`src/rtl/busca_pkg.sv`:
```
// Shared types and constants for the instruction fetch unit.
// Entry layout and counter saturation helper used by unidade_busca.
package busca_pkg;

    localparam int LARG_END_PADRAO   = 8;
    localparam int LARG_INSTR_PADRAO = 8;

    localparam logic [15:0] CONT_SAT = 16'hFFFF;

    typedef struct packed {
        logic [LARG_END_PADRAO-1:0]   pc;
        logic [LARG_INSTR_PADRAO-1:0] instr;
    } entrada_t;

    function automatic logic [15:0] soma_sat(input logic [15:0] a, input logic [15:0] b);
        logic [16:0] s;
        s = {1'b0, a} + {1'b0, b};
        return s[16] ? CONT_SAT : s[15:0];
    endfunction

endpackage

```
`src/rtl/fila_busca.sv`:
```
// Synchronous prefetch FIFO; flush overrides push and pop.
// Head entry is read straight from the storage registers.
module fila_busca #(
    parameter int LARG = 16,
    parameter int PROF = 2,
    localparam int LP  = $clog2(PROF),
    localparam int LC  = LP + 1
) (
    input  logic            clk,
    input  logic            rst_n,
    input  logic            push_i,
    input  logic            pop_i,
    input  logic            flush_i,
    input  logic [LARG-1:0] dado_i,
    output logic [LARG-1:0] cabeca_o,
    output logic [LC-1:0]   ocup_o
);

    logic [LARG-1:0] mem_q [PROF];
    logic [LARG-1:0] mem_d [PROF];
    logic [LP-1:0]   esc_q, esc_d, lei_q, lei_d;
    logic [LC-1:0]   ocup_q, ocup_d;
    logic            pop_ef_s;

    // Next-state for storage, pointers and occupancy.
    always_comb begin
        mem_d    = mem_q;
        esc_d    = esc_q;
        lei_d    = lei_q;
        ocup_d   = ocup_q;
        pop_ef_s = pop_i && (ocup_q != {LC{1'b0}});
        if (flush_i) begin
            esc_d  = {LP{1'b0}};
            lei_d  = {LP{1'b0}};
            ocup_d = {LC{1'b0}};
        end else begin
            if (push_i) begin
                mem_d[esc_q] = dado_i;
                esc_d        = esc_q + LP'(1);
            end else begin
                esc_d = esc_q;
            end
            if (pop_ef_s) begin
                lei_d = lei_q + LP'(1);
            end else begin
                lei_d = lei_q;
            end
            ocup_d = ocup_q + LC'(push_i) - LC'(pop_ef_s);
        end
    end

    // FIFO state registers.
    always_ff @(posedge clk or negedge rst_n) begin
        if (!rst_n) begin
            for (int i = 0; i < PROF; i++) begin
                mem_q[i] <= {LARG{1'b0}};
            end
            esc_q  <= {LP{1'b0}};
            lei_q  <= {LP{1'b0}};
            ocup_q <= {LC{1'b0}};
        end else begin
            mem_q  <= mem_d;
            esc_q  <= esc_d;
            lei_q  <= lei_d;
            ocup_q <= ocup_d;
        end
    end

    assign cabeca_o = mem_q[lei_q];
    assign ocup_o   = ocup_q;

endmodule

```
`src/rtl/unidade_busca.sv`:
```
// Instruction fetch unit: PC, single outstanding read tracking, issue and redirect.
// Optional BUSCA_CONTADORES_EN adds fetch/flush statistics counters.
module unidade_busca
    import busca_pkg::*;
#(
    parameter int                  LARG_END   = LARG_END_PADRAO,
    parameter int                  LARG_INSTR = LARG_INSTR_PADRAO,
    parameter int                  PROF_FILA  = 2,
    parameter logic [LARG_END-1:0] PC_INICIAL = {LARG_END{1'b0}}
) (
    input  logic                  Clock,
    input  logic                  Reset,
    output logic [LARG_END-1:0]   Endereco,
    input  logic [LARG_INSTR-1:0] Instrucao,
    input  logic                  Habilita,
    input  logic                  Desvio,
    input  logic [LARG_END-1:0]   AlvoDesvio,
    output logic                  InstrValida,
    output logic [LARG_INSTR-1:0] InstrSaida,
    output logic [LARG_END-1:0]   PCSaida,
`ifdef BUSCA_CONTADORES_EN
    output logic [15:0]           ContBuscas,
    output logic [15:0]           ContDescartes,
`endif
    input  logic                  Pronto
);

    localparam int                  LC = $clog2(PROF_FILA) + 1;
    localparam logic [LARG_END-1:0] UM = LARG_END'(1);

    logic [LARG_END-1:0] endereco_q, endereco_d;
    logic [LARG_END-1:0] prox_pc_q, prox_pc_d;
    logic                em_voo_q, em_voo_d;
    logic [LC-1:0]       ocup_s, ocup_apos_s;
    logic                push_s, pop_s, emite_s;
    logic [LARG_END+LARG_INSTR-1:0] cabeca_s;

    // The in-flight address is always the held Endereco, so no separate copy is kept.
    assign push_s      = em_voo_q && !Desvio;
    assign pop_s       = (ocup_s != {LC{1'b0}}) && Pronto && !Desvio;
    assign ocup_apos_s = ocup_s + LC'(push_s) - LC'(pop_s);
    assign emite_s     = Habilita && (ocup_apos_s < LC'(PROF_FILA));

    fila_busca #(
        .LARG (LARG_END + LARG_INSTR),
        .PROF (PROF_FILA)
    ) u_fila (
        .clk      (Clock),
        .rst_n    (Reset),
        .push_i   (push_s),
        .pop_i    (pop_s),
        .flush_i  (Desvio),
        .dado_i   ({endereco_q, Instrucao}),
        .cabeca_o (cabeca_s),
        .ocup_o   (ocup_s)
    );

    // Issue and redirect decision.
    always_comb begin
        endereco_d = endereco_q;
        prox_pc_d  = prox_pc_q;
        em_voo_d   = 1'b0;
        if (Desvio) begin
            if (Habilita) begin
                endereco_d = AlvoDesvio;
                prox_pc_d  = AlvoDesvio + UM;
                em_voo_d   = 1'b1;
            end else begin
                prox_pc_d  = AlvoDesvio;
                em_voo_d   = 1'b0;
            end
        end else if (emite_s) begin
            endereco_d = prox_pc_q;
            prox_pc_d  = prox_pc_q + UM;
            em_voo_d   = 1'b1;
        end else begin
            em_voo_d   = 1'b0;
        end
    end

    // PC and outstanding-read registers.
    always_ff @(posedge Clock or negedge Reset) begin
        if (!Reset) begin
            endereco_q <= PC_INICIAL;
            prox_pc_q  <= PC_INICIAL;
            em_voo_q   <= 1'b0;
        end else begin
            endereco_q <= endereco_d;
            prox_pc_q  <= prox_pc_d;
            em_voo_q   <= em_voo_d;
        end
    end

    assign Endereco    = endereco_q;
    assign InstrValida = (ocup_s != {LC{1'b0}});
    assign PCSaida     = cabeca_s[LARG_END+LARG_INSTR-1:LARG_INSTR];
    assign InstrSaida  = cabeca_s[LARG_INSTR-1:0];

`ifdef BUSCA_CONTADORES_EN
    logic [15:0] buscas_q, buscas_d, descartes_q, descartes_d;

    // Flushed work counts queued entries plus the discarded in-flight read.
    always_comb begin
        buscas_d    = soma_sat(buscas_q, 16'(push_s));
        descartes_d = descartes_q;
        if (Desvio) begin
            descartes_d = soma_sat(descartes_q, 16'(ocup_s) + 16'(em_voo_q));
        end else begin
            descartes_d = descartes_q;
        end
    end

    // Statistics counter registers.
    always_ff @(posedge Clock or negedge Reset) begin
        if (!Reset) begin
            buscas_q    <= 16'h0000;
            descartes_q <= 16'h0000;
        end else begin
            buscas_q    <= buscas_d;
            descartes_q <= descartes_d;
        end
    end

    assign ContBuscas    = buscas_q;
    assign ContDescartes = descartes_q;
`endif

endmodule

```
`config.mk`:
```
export PLATFORM = sky130hd
export DESIGN_NAME = unidade_busca
export DESIGN_NICKNAME = d
export VERILOG_FILES = /design/src/rtl/busca_pkg.sv /design/src/rtl/fila_busca.sv /design/src/rtl/unidade_busca.sv
export SDC_FILE = /design/constraint.sdc
export NUM_CORES = 1
export LEC_CHECK = 0
export ABC_AREA = 1
export CORE_AREA = 2 2 73 75
export CTS_CLUSTER_DIAMETER = 120
export CTS_CLUSTER_SIZE = 12
export DETAILED_ROUTE_END_ITERATION = 6
export DIE_AREA = 0 0 75 77
export PLACE_DENSITY = 0.88
export SLEW_MARGIN = 20
export SYNTH_ARGS = -nofsm -noshare
export SYNTH_HDL_FRONTEND = slang
export SYNTH_SLANG_ARGS = --single-unit
```
`constraint.sdc`:
```
create_clock -name Clock -period 4.6 [get_ports Clock]
set_clock_uncertainty 0.05 [all_clocks]
set_input_delay 1.38 -clock Clock [delete_from_list [all_inputs] [get_ports Clock]]
set_output_delay 1.38 -clock Clock [all_outputs]
set_load 0.03 [all_outputs]
```
==> metrics.txt, run 1 <==
via count=2441; Comb power frac=45.0%; FF-to-FF setup slack=2.77 ns; Sw Pwr=0.781 mW; final hold violation count=0; top cells by area, synth=dfrtp_1 (48%), nand2_1 (21%), nand3_1 (5.8%); Max Cap Viol=0; slowest stage delay, CP=0.59 ns; Slowest-stage cell, CP=clkdlybuf4s50_1; layout cell share with drive strength beyond 1=5.84%; vias in the first global route=2182; Synth-to-Final Area Change=20.9%; row cnt=26; Critical Path Most Common Cell=nand2_1; Internal=1.10 mW; crit path launch type=flip-flop; Post-DP HPWL=4070 um; CTS tree=built; Post-synth top flop=dfrtp_1; synthesized flop and latch total=53; arrival time at the worst endpoint=1.92 ns; Root Buffer Master=clkbuf_8; Slew Viols, Final=0; wire per inst=11.9 um; initial DRC count=158; Congestion Overflow GR=0; final antenna-violating net count=0; Power Dens Cells=562 nW/um^2; IO Pins=46; Fillers=404; count leader, synth=nand2_1; fmax=298 MHz; Post-synth EDFFs=0; top cells by count, synth=nand2_1 (157), dfrtp_1 (53), inv_1 (33); CP Cell Sequence=clkinv_1, nand2_1, nand2_1, clkdlybuf4s50_1; ant diodes=0; synthesized area per cell=7.45 um^2; Die ar.=5780 um^2; Ys Warns=0; largest net degree at the start of global routing=54; Top delay family on crit path=buffers and inverters; Seq pwr share=40.6%; VDD IR-drop max=0.000225 V; Synth cell types=30; cell area after placement=3250 um^2; chip height=77 um; Net Sw Frac=41.6%; WP buf/inv=2; Final min period=3.35 ns; starting density of the core=55.6%; first-pass GRT wire length=9760 um; cell taking the most area after synthesis=dfrtp_1; GP Congestion=0.875; # resized after CTS=0; Syn Inst Count=371; area share of the largest cell type after synthesis=48.0%; critical path type=reg2out; Worst-Margin Slew=0.975 ns; Port Buffers=45; # H-tree levels=2; Reg clk slew, reported paths=0.09 ns; total track usage=21.8%; Finished Cell Area=3340 um^2; setup_tns=0 ns; Die Wd=75 um; P_leak=1.71 nW; DR vias/cell=5.07; Critical Path RT=3.17 ns; CP Max Fanout=17; antenna violations before repair=0; core area=4980 um^2; Post-Synthesis Cell Area=2770 um^2; TritonRoute pass-1 iters=4; Net Count, Synth=396; sequential share of the synthesized area=48.0%; nets@finish=435; period utilization=72.9%; clock sink count=53; Total Wirelength=5730 um; setup violation total in the final timing report=0; status=finished, final reports clean; Setup Buffers After CTS=0; Clk Latency, worst-skew pair=0.30 ns; clk buf depth=2; Critical Path End Type=output port; cts bufs inserted=5; clock network power share=14.4%; Hold Path Class=reg2reg; DRC Markers=0; async set-or-reset flop fraction in the synthesized netlist=100%; Rel. slew slack=34.9%; RSZ-0062 raised after global routing=false; CTS Hold Buffers Added=0
cells in the final DEF, fill, tap and decap left out, types with 4 or more instances in the layout:
master and n:
a21oi_1 4, ha_1 4, clkdlybuf4s50_1 44, o21ai_0 27, nand3_1 32, inv_1 33
o21ai_1 15, nand2_1 157, nor2_1 7, dfrtp_1 53, clkbuf_8 6, buf_4 4
through the flow:
stage,hold slack (ns),power (mW),instances,setup slack (ns),util (%)
after floorplan,0.403,1.30,371,1.89,-
after global placement,0.416,1.59,473,1.19,65.2
after detailed placement,0.423,1.62,473,1.10,65.2
after CTS,0.446,1.89,481,1.22,67.1
after global routing,0.471,2.01,481,1.08,67.1
final,0.446,1.88,481,1.25,67.1
area by class of cell:
class                   instances  area [um^2]  share of cell area (%)
clock buffers                   6         82.6                    2.47
repair buffers                 48          470                    14.1
inverters                      36          135                    4.04
clock inverters                 2         13.8                   0.412
well taps                      70         87.6                    2.62
flip-flops and latches         53         1330                    39.7
multi-input cells             266         1230                    36.7
tightest hold or removal path, delay by kind of cell, from the launching register on:
kind | cells | cell delay, ns
AO/OA/AOI/OAI | 1 | 0.06
flip-flops | 1 | 0.35
AND/OR/NAND/NOR | 1 | 0.05
final timing paths:
path	startpoint	to	cells past startpoint
worst min-delay path	u_fila.mem_q[23]	u_fila.mem_q[23]	2
worst max register to register	em_voo_q	Endereco[1]	10
worst max-delay path	u_fila.lei_q	PCSaida[4]	4
worst min register to register	u_fila.mem_q[23]	u_fila.mem_q[23]	2
max in group asynchronous	Reset	u_fila.mem_q[26]	1
min in group asynchronous	Reset	u_fila.mem_q[0]	1
logic make-up after synthesis:
family                   share of synthesized area (%)
XOR/XNOR                                         0.905
flip-flops                                        48.0
AND/OR/NAND/NOR                                   32.4
adder cells (fa/ha/maj)                           1.81
AO/OA/AOI/OAI                                     9.19
buffers and inverters                             7.69
power groups by stage:
stage	Clock [mW]	Sequential (mW)	Combinational (mW)
after detailed placement	0	0.769	0.850
after global routing	0.296	0.784	0.935
after floorplan	0	0.780	0.524
after CTS	0.278	0.760	0.851
after global placement	0	0.758	0.827
final	0.270	0.763	0.846
per-layer routing:
layer  GRT usage, %  part of all wire [%]  wire, um
met1           28.7                    43      2470
met2           35.2                    49      2820
met3           4.47                   5.4       310
met4           7.68                   2.1       123
met5              0                     0         0
state kept, by name (all words and copies together) (netlist names):
signal         cells
u_fila.esc_q       1
prox_pc_q          8
u_fila.lei_q       1
Endereco           8
em_voo_q           1
u_fila.ocup_o      2
u_fila.mem_q      32
No activity file was read; power rests on OpenSTA's default activity.
==> inputs of run 2 (changes only) <==
--- a/config.mk
+++ b/config.mk
@@ -6,12 +6,12 @@
 export NUM_CORES = 1
 export LEC_CHECK = 0
 export ABC_AREA = 1
-export CORE_AREA = 2 2 73 75
+export CORE_AREA = 2 2 79 81
 export CTS_CLUSTER_DIAMETER = 120
 export CTS_CLUSTER_SIZE = 12
 export DETAILED_ROUTE_END_ITERATION = 6
-export DIE_AREA = 0 0 75 77
-export PLACE_DENSITY = 0.88
+export DIE_AREA = 0 0 81 83
+export PLACE_DENSITY = 0.8
 export SLEW_MARGIN = 20
 export SYNTH_ARGS = -nofsm -noshare
 export SYNTH_HDL_FRONTEND = slang
==> constraint.sdc (replaced) <==
create_clock -name Clock -period 3 [get_ports Clock]
set_clock_uncertainty 0.05 [all_clocks]
set_input_delay 0.9 -clock Clock [delete_from_list [all_inputs] [get_ports Clock]]
set_output_delay 0.9 -clock Clock [all_outputs]
set_load 0.03 [all_outputs]
==> metrics.txt, run 2 (same netlist as run 1, synthesis figures left out) <==
status=finished, final reports clean; GP Congestion=0.838; arrival time at the worst endpoint=1.88 ns; cell area after placement=3280 um^2; critical path type=reg2out; fmax=353 MHz; FF-to-FF setup slack=1.16 ns; first-pass GRT wire length=10300 um; Final min period=2.83 ns; Setup Buffers After CTS=0; row cnt=28; setup_tns=0 ns; DRC Markers=0; Finished Cell Area=3360 um^2; launching point of the worst reg2reg path=em_voo_q; antenna violations before repair=0; clk buf depth=2; P_leak=1.72 nW; Worst Slack Setup Final=0.169 ns; final hold violation count=0; Critical Path RT=2.05 ns; via count=2455; Power Dens Cells=848 nW/um^2; period utilization=94.4%; setup violation total in the final timing report=0; Die ar.=6720 um^2; Clk Latency, worst-skew pair=0.30 ns; IO Pins=46; wire per inst=11.9 um; cts bufs inserted=5; pre-CTS setup slack=0.197 ns; largest net degree at the start of global routing=54; TritonRoute pass-1 iters=4; crit path launch type=flip-flop; Slew Viols, Final=0; CP Cell Sequence=clkinv_1, buf_4, nand2_1, nand2_1, clkdlybuf4s50_1; Fillers=547; Critical Path End Type=output port; commonest non-fill, non-tap cell in the layout=nand2_1; Critical path origin=u_fila.lei_q; nets@finish=439; Hold Path Class=reg2reg; Critical R2R Capture=Endereco[2]; Slowest-stage cell, CP=clkdlybuf4s50_1; Die Wd=81 um; WP buf/inv=3; Critical Path Most Common Cell=nand2_1; CTS tree=built; register area=1330 um^2; most frequent cells in the layout=nand2_1 (157), dfrtp_1 (53), clkdlybuf4s50_1 (44), inv_1 (33), nand3_1 (32); footprint of the multi-input gates=1230 um^2; layout cell share with drive strength beyond 1=6.51%; CP Max Fanout=17; max reg flops=32; Reg clk slew, reported paths=0.09 ns; WP depth=5; Total Wirelength=5830 um; RSZ-0062 raised after global routing=false; vias in the first global route=2388; # H-tree levels=2; chip height=83 um; most flop-heavy register=u_fila.mem_q; Worst-Margin Slew=0.648 ns; crit path to=PCSaida[4]; Port Buffers=45; starting density of the core=47.5%; Hold Path Depth=2; VDD IR-drop max=0.000414 V; total track usage=19.2%; Top delay family on crit path=buffers and inverters; slowest stage delay, CP=0.66 ns; clock sink count=53; Synth-to-Final Area Change=21.6%; core area=5820 um^2; Max Cap Viol=0; CTS Hold Buffers Added=0; Post-DP HPWL=4200 um; Congestion Overflow GR=0; Rel. slew slack=56.8%; Root Buffer Master=clkbuf_8; initial DRC count=130; final antenna-violating net count=0; worst reg-to-reg path cell count=10; ant diodes=0; DR vias/cell=5.01; # resized after CTS=0
==> run 2: cell count changes in the layout (fill, tap and decap cells not counted), sizes merged <==
| cell | change |
|---|---|
| buf | +4 |
==> run 2: worst register-to-register path, stage by stage (launching register included) <==
cell and delay, ns:
dfrtp_1 0.37, inv_1 0.11, nor2_4 0.05, ha_1 0.21
xnor2_2 0.27, inv_2 0.04, nand2_1 0.10, nand3_4 0.21
nand2_2 0.22, nand2_1 0.08, nand2_1 0.07
==> run 2: metrics by stage <==
stage          instances  hold WS, ns  power, mW  util [%]
3_3_place_gp         482        0.416       2.45      56.4
2_1_floorplan        371        0.403       2.00         -
3_5_place_dp         482        0.424       2.49      56.4
4_1_cts              490        0.446       2.88      57.8
6_report             490        0.439       2.85      57.8
5_1_grt              490        0.473       3.08      57.8
==> run 2: routing by layer <==
metal / GRT usage (%) / wire, um
met3: 3.80 / 292
met5: 0 / 0
met1: 24.3 / 2650
met4: 5.08 / 76
met2: 33.0 / 2800
==> run 2: area by class of cell <==
type | instances | area share, %
clock buffer | 6 | 2.16
clock inverter | 2 | 0.298
inverter | 36 | 4.02
multi-input combinational | 266 | 36.5
sequential | 53 | 39.4
tap | 75 | 2.79
timing repair buffer | 52 | 14.8
==> run 2: worst min path at each step <==
stage	start	to	slack (ns)
2_1_floorplan	u_fila.mem_q[0]	u_fila.mem_q[0]	0.40
3_3_place_gp	u_fila.mem_q[21]	u_fila.mem_q[21]	0.42
3_5_place_dp	u_fila.mem_q[18]	u_fila.mem_q[18]	0.42
4_1_cts	u_fila.mem_q[18]	u_fila.mem_q[18]	0.45
5_1_grt	u_fila.mem_q[13]	u_fila.mem_q[13]	0.47
6_report	u_fila.mem_q[6]	u_fila.mem_q[6]	0.44
==> run 2: where the power goes <==
part | internal [mW] | switching [mW]
clock | 0.162 | 0.216
combinational | 0.518 | 0.779
sequential | 0.985 | 0.189
total | 1.67 | 1.18
==> inputs of run 3 (changes only) <==
--- a/config.mk
+++ b/config.mk
@@ -6,12 +6,13 @@
 export NUM_CORES = 1
 export LEC_CHECK = 0
 export ABC_AREA = 1
-export CORE_AREA = 2 2 79 81
+export CORE_AREA = 2 2 78 80
+export CTS_BUF_LIST = sky130_fd_sc_hd__clkbuf_4 sky130_fd_sc_hd__clkbuf_8
 export CTS_CLUSTER_DIAMETER = 120
 export CTS_CLUSTER_SIZE = 12
 export DETAILED_ROUTE_END_ITERATION = 6
-export DIE_AREA = 0 0 81 83
-export PLACE_DENSITY = 0.8
+export DIE_AREA = 0 0 80 82
+export PLACE_DENSITY_LB_ADDON = 0.25
 export SLEW_MARGIN = 20
 export SYNTH_ARGS = -nofsm -noshare
 export SYNTH_HDL_FRONTEND = slang
==> metrics.txt, run 3 (same netlist as run 1, synthesis figures left out) <==
status=finished, final reports clean; Die ar.=6560 um^2; Post-DP HPWL=4090 um; row cnt=28; Hold Path Class=reg2reg; P_leak=1.73 nW; Die Wd=80 um; via count=2419; Root Buffer Master=clkbuf_8; VDD IR-drop max=0.000376 V; Port Buffers=45; layout cell share with drive strength beyond 1=6.76%; GP Congestion=0.911; clk buf depth=2; Placed Cells=481; Critical Path RT=2.05 ns; antenna violations before repair=0; final antenna-violating net count=0; total track usage=19.7%; largest net degree at the start of global routing=54; setup violation total in the final timing report=0; TritonRoute pass-1 iters=5; nets@finish=438; CP Max Fanout=17; initial DRC count=163; Slew Viols, Final=0; first-pass GRT wire length=10200 um; Critical Path End Type=output port; starting density of the core=48.1%; vias in the first global route=2276; DRC Markers=0; critical path type=reg2out; # H-tree levels=2; chip height=82 um; crit path launch type=flip-flop; final hold violation count=0; setup_tns=0 ns; Clk Latency, worst-skew pair=0.30 ns; clock sink count=53; slowest stage delay, CP=0.59 ns; commonest non-fill, non-tap cell in the layout=nand2_1; IO Pins=46; WP buf/inv=2; fmax=362 MHz; ant diodes=0; Reg clk slew, reported paths=0.09 ns; period utilization=92.2%; Worst-Margin Slew=0.647 ns; CTS tree=built; Congestion Overflow GR=0; most flop-heavy register=u_fila.mem_q; Rel. slew slack=56.8%; most frequent cells in the layout=nand2_1 (157), dfrtp_1 (53), clkdlybuf4s50_1 (44), inv_1 (33), nand3_1 (32); Slowest-stage cell, CP=clkdlybuf4s50_1; RSZ-0062 raised after global routing=false; Max Cap Viol=0; Synth-to-Final Area Change=22.1%; arrival time at the worst endpoint=1.82 ns; Power Dens Cells=854 nW/um^2; Top delay family on crit path=buffers and inverters; post-route insts no fill=489; cts bufs inserted=5; Total Wirelength=5810 um; wire per inst=11.9 um; Critical Path Most Common Cell=nand2_1; DR vias/cell=4.95; max reg flops=32; core area=5750 um^2; CP Cell Sequence=clkinvlp_4, nand2_1, nand2_1, clkdlybuf4s50_1; Final min period=2.77 ns
[run 3: changes by cell type in the layout (fill, tap and decap cells not counted)]
cell / delta
clkinvlp_4: +1
clkbuf_1: -1
clkinv_2: -1
buf_4: -1
clkinv_1: -1
clkbuf_8: +2
[run 3: where the power goes]
| part | internal, mW | switching, mW |
|---|---|---|
| sequential | 0.985 | 0.182 |
| clock | 0.209 | 0.214 |
| combinational | 0.515 | 0.780 |
| total | 1.71 | 1.18 |
[run 3: repair_timing]
| action | in CTS | in global routing |
|---|---|---|
| buffers inserted | 0 | 0 |
| hold endpoints to repair | 0 | 0 |
| gates resized for setup | 0 | 1 |
| hold buffers | 0 | 0 |
| setup endpoints to repair | 0 | 16 |
[run 3: worst min-delay path: stages (launching register included)]
cell	delay (ns)
dfrtp_1	0.35
nand2_1	0.05
o21ai_0	0.06
[run 3: layout make-up]
class | count | area, um^2
fillers | 528 | 2370
clock inverters | 1 | 5.00
flip-flops and latches | 53 | 1330
repair buffers | 51 | 490
well taps | 75 | 93.8
inverters | 36 | 139
clock buffers | 7 | 96.3
multi-input cells | 266 | 1230
[run 3: stage by stage]
stage          setup WS (ns)  power (mW)  hold WS, ns  area (um^2)  utilization (%)
6_report               0.234        2.89        0.441         3380             58.8
5_1_grt                0.104        3.11        0.455         3380             58.8
4_1_cts               0.0702        2.91        0.446         3370             58.7
3_5_place_dp           0.225        2.48        0.424         3270             56.9
3_3_place_gp           0.276        2.45        0.415         3270             56.9
2_1_floorplan          0.772        2.00        0.403         2770                -
[run 3: worst paths after layout]
check	start	to	slack, ns	depth (start not counted)
worst max register to register	em_voo_q	Endereco[7]	1.19	10
min in group asynchronous	Reset	u_fila.mem_q[16]	0.65	2
max in group asynchronous	Reset	u_fila.mem_q[24]	1.81	2
worst min-delay path	u_fila.mem_q[31]	u_fila.mem_q[31]	0.44	2
worst max-delay path	u_fila.lei_q	PCSaida[6]	0.23	4
worst min register to register	u_fila.mem_q[31]	u_fila.mem_q[31]	0.44	2
[run 3: per-layer routing]
metal | vias up | track usage [%] | share of wire (%)
li1 | 1251 | - | -
met1 | 1099 | 26.3 | 46
met2 | 64 | 32.8 | 48
met3 | 5 | 2.75 | 4.9
met4 | 0 | 6.95 | 1.2
met5 | - | 0 | 0
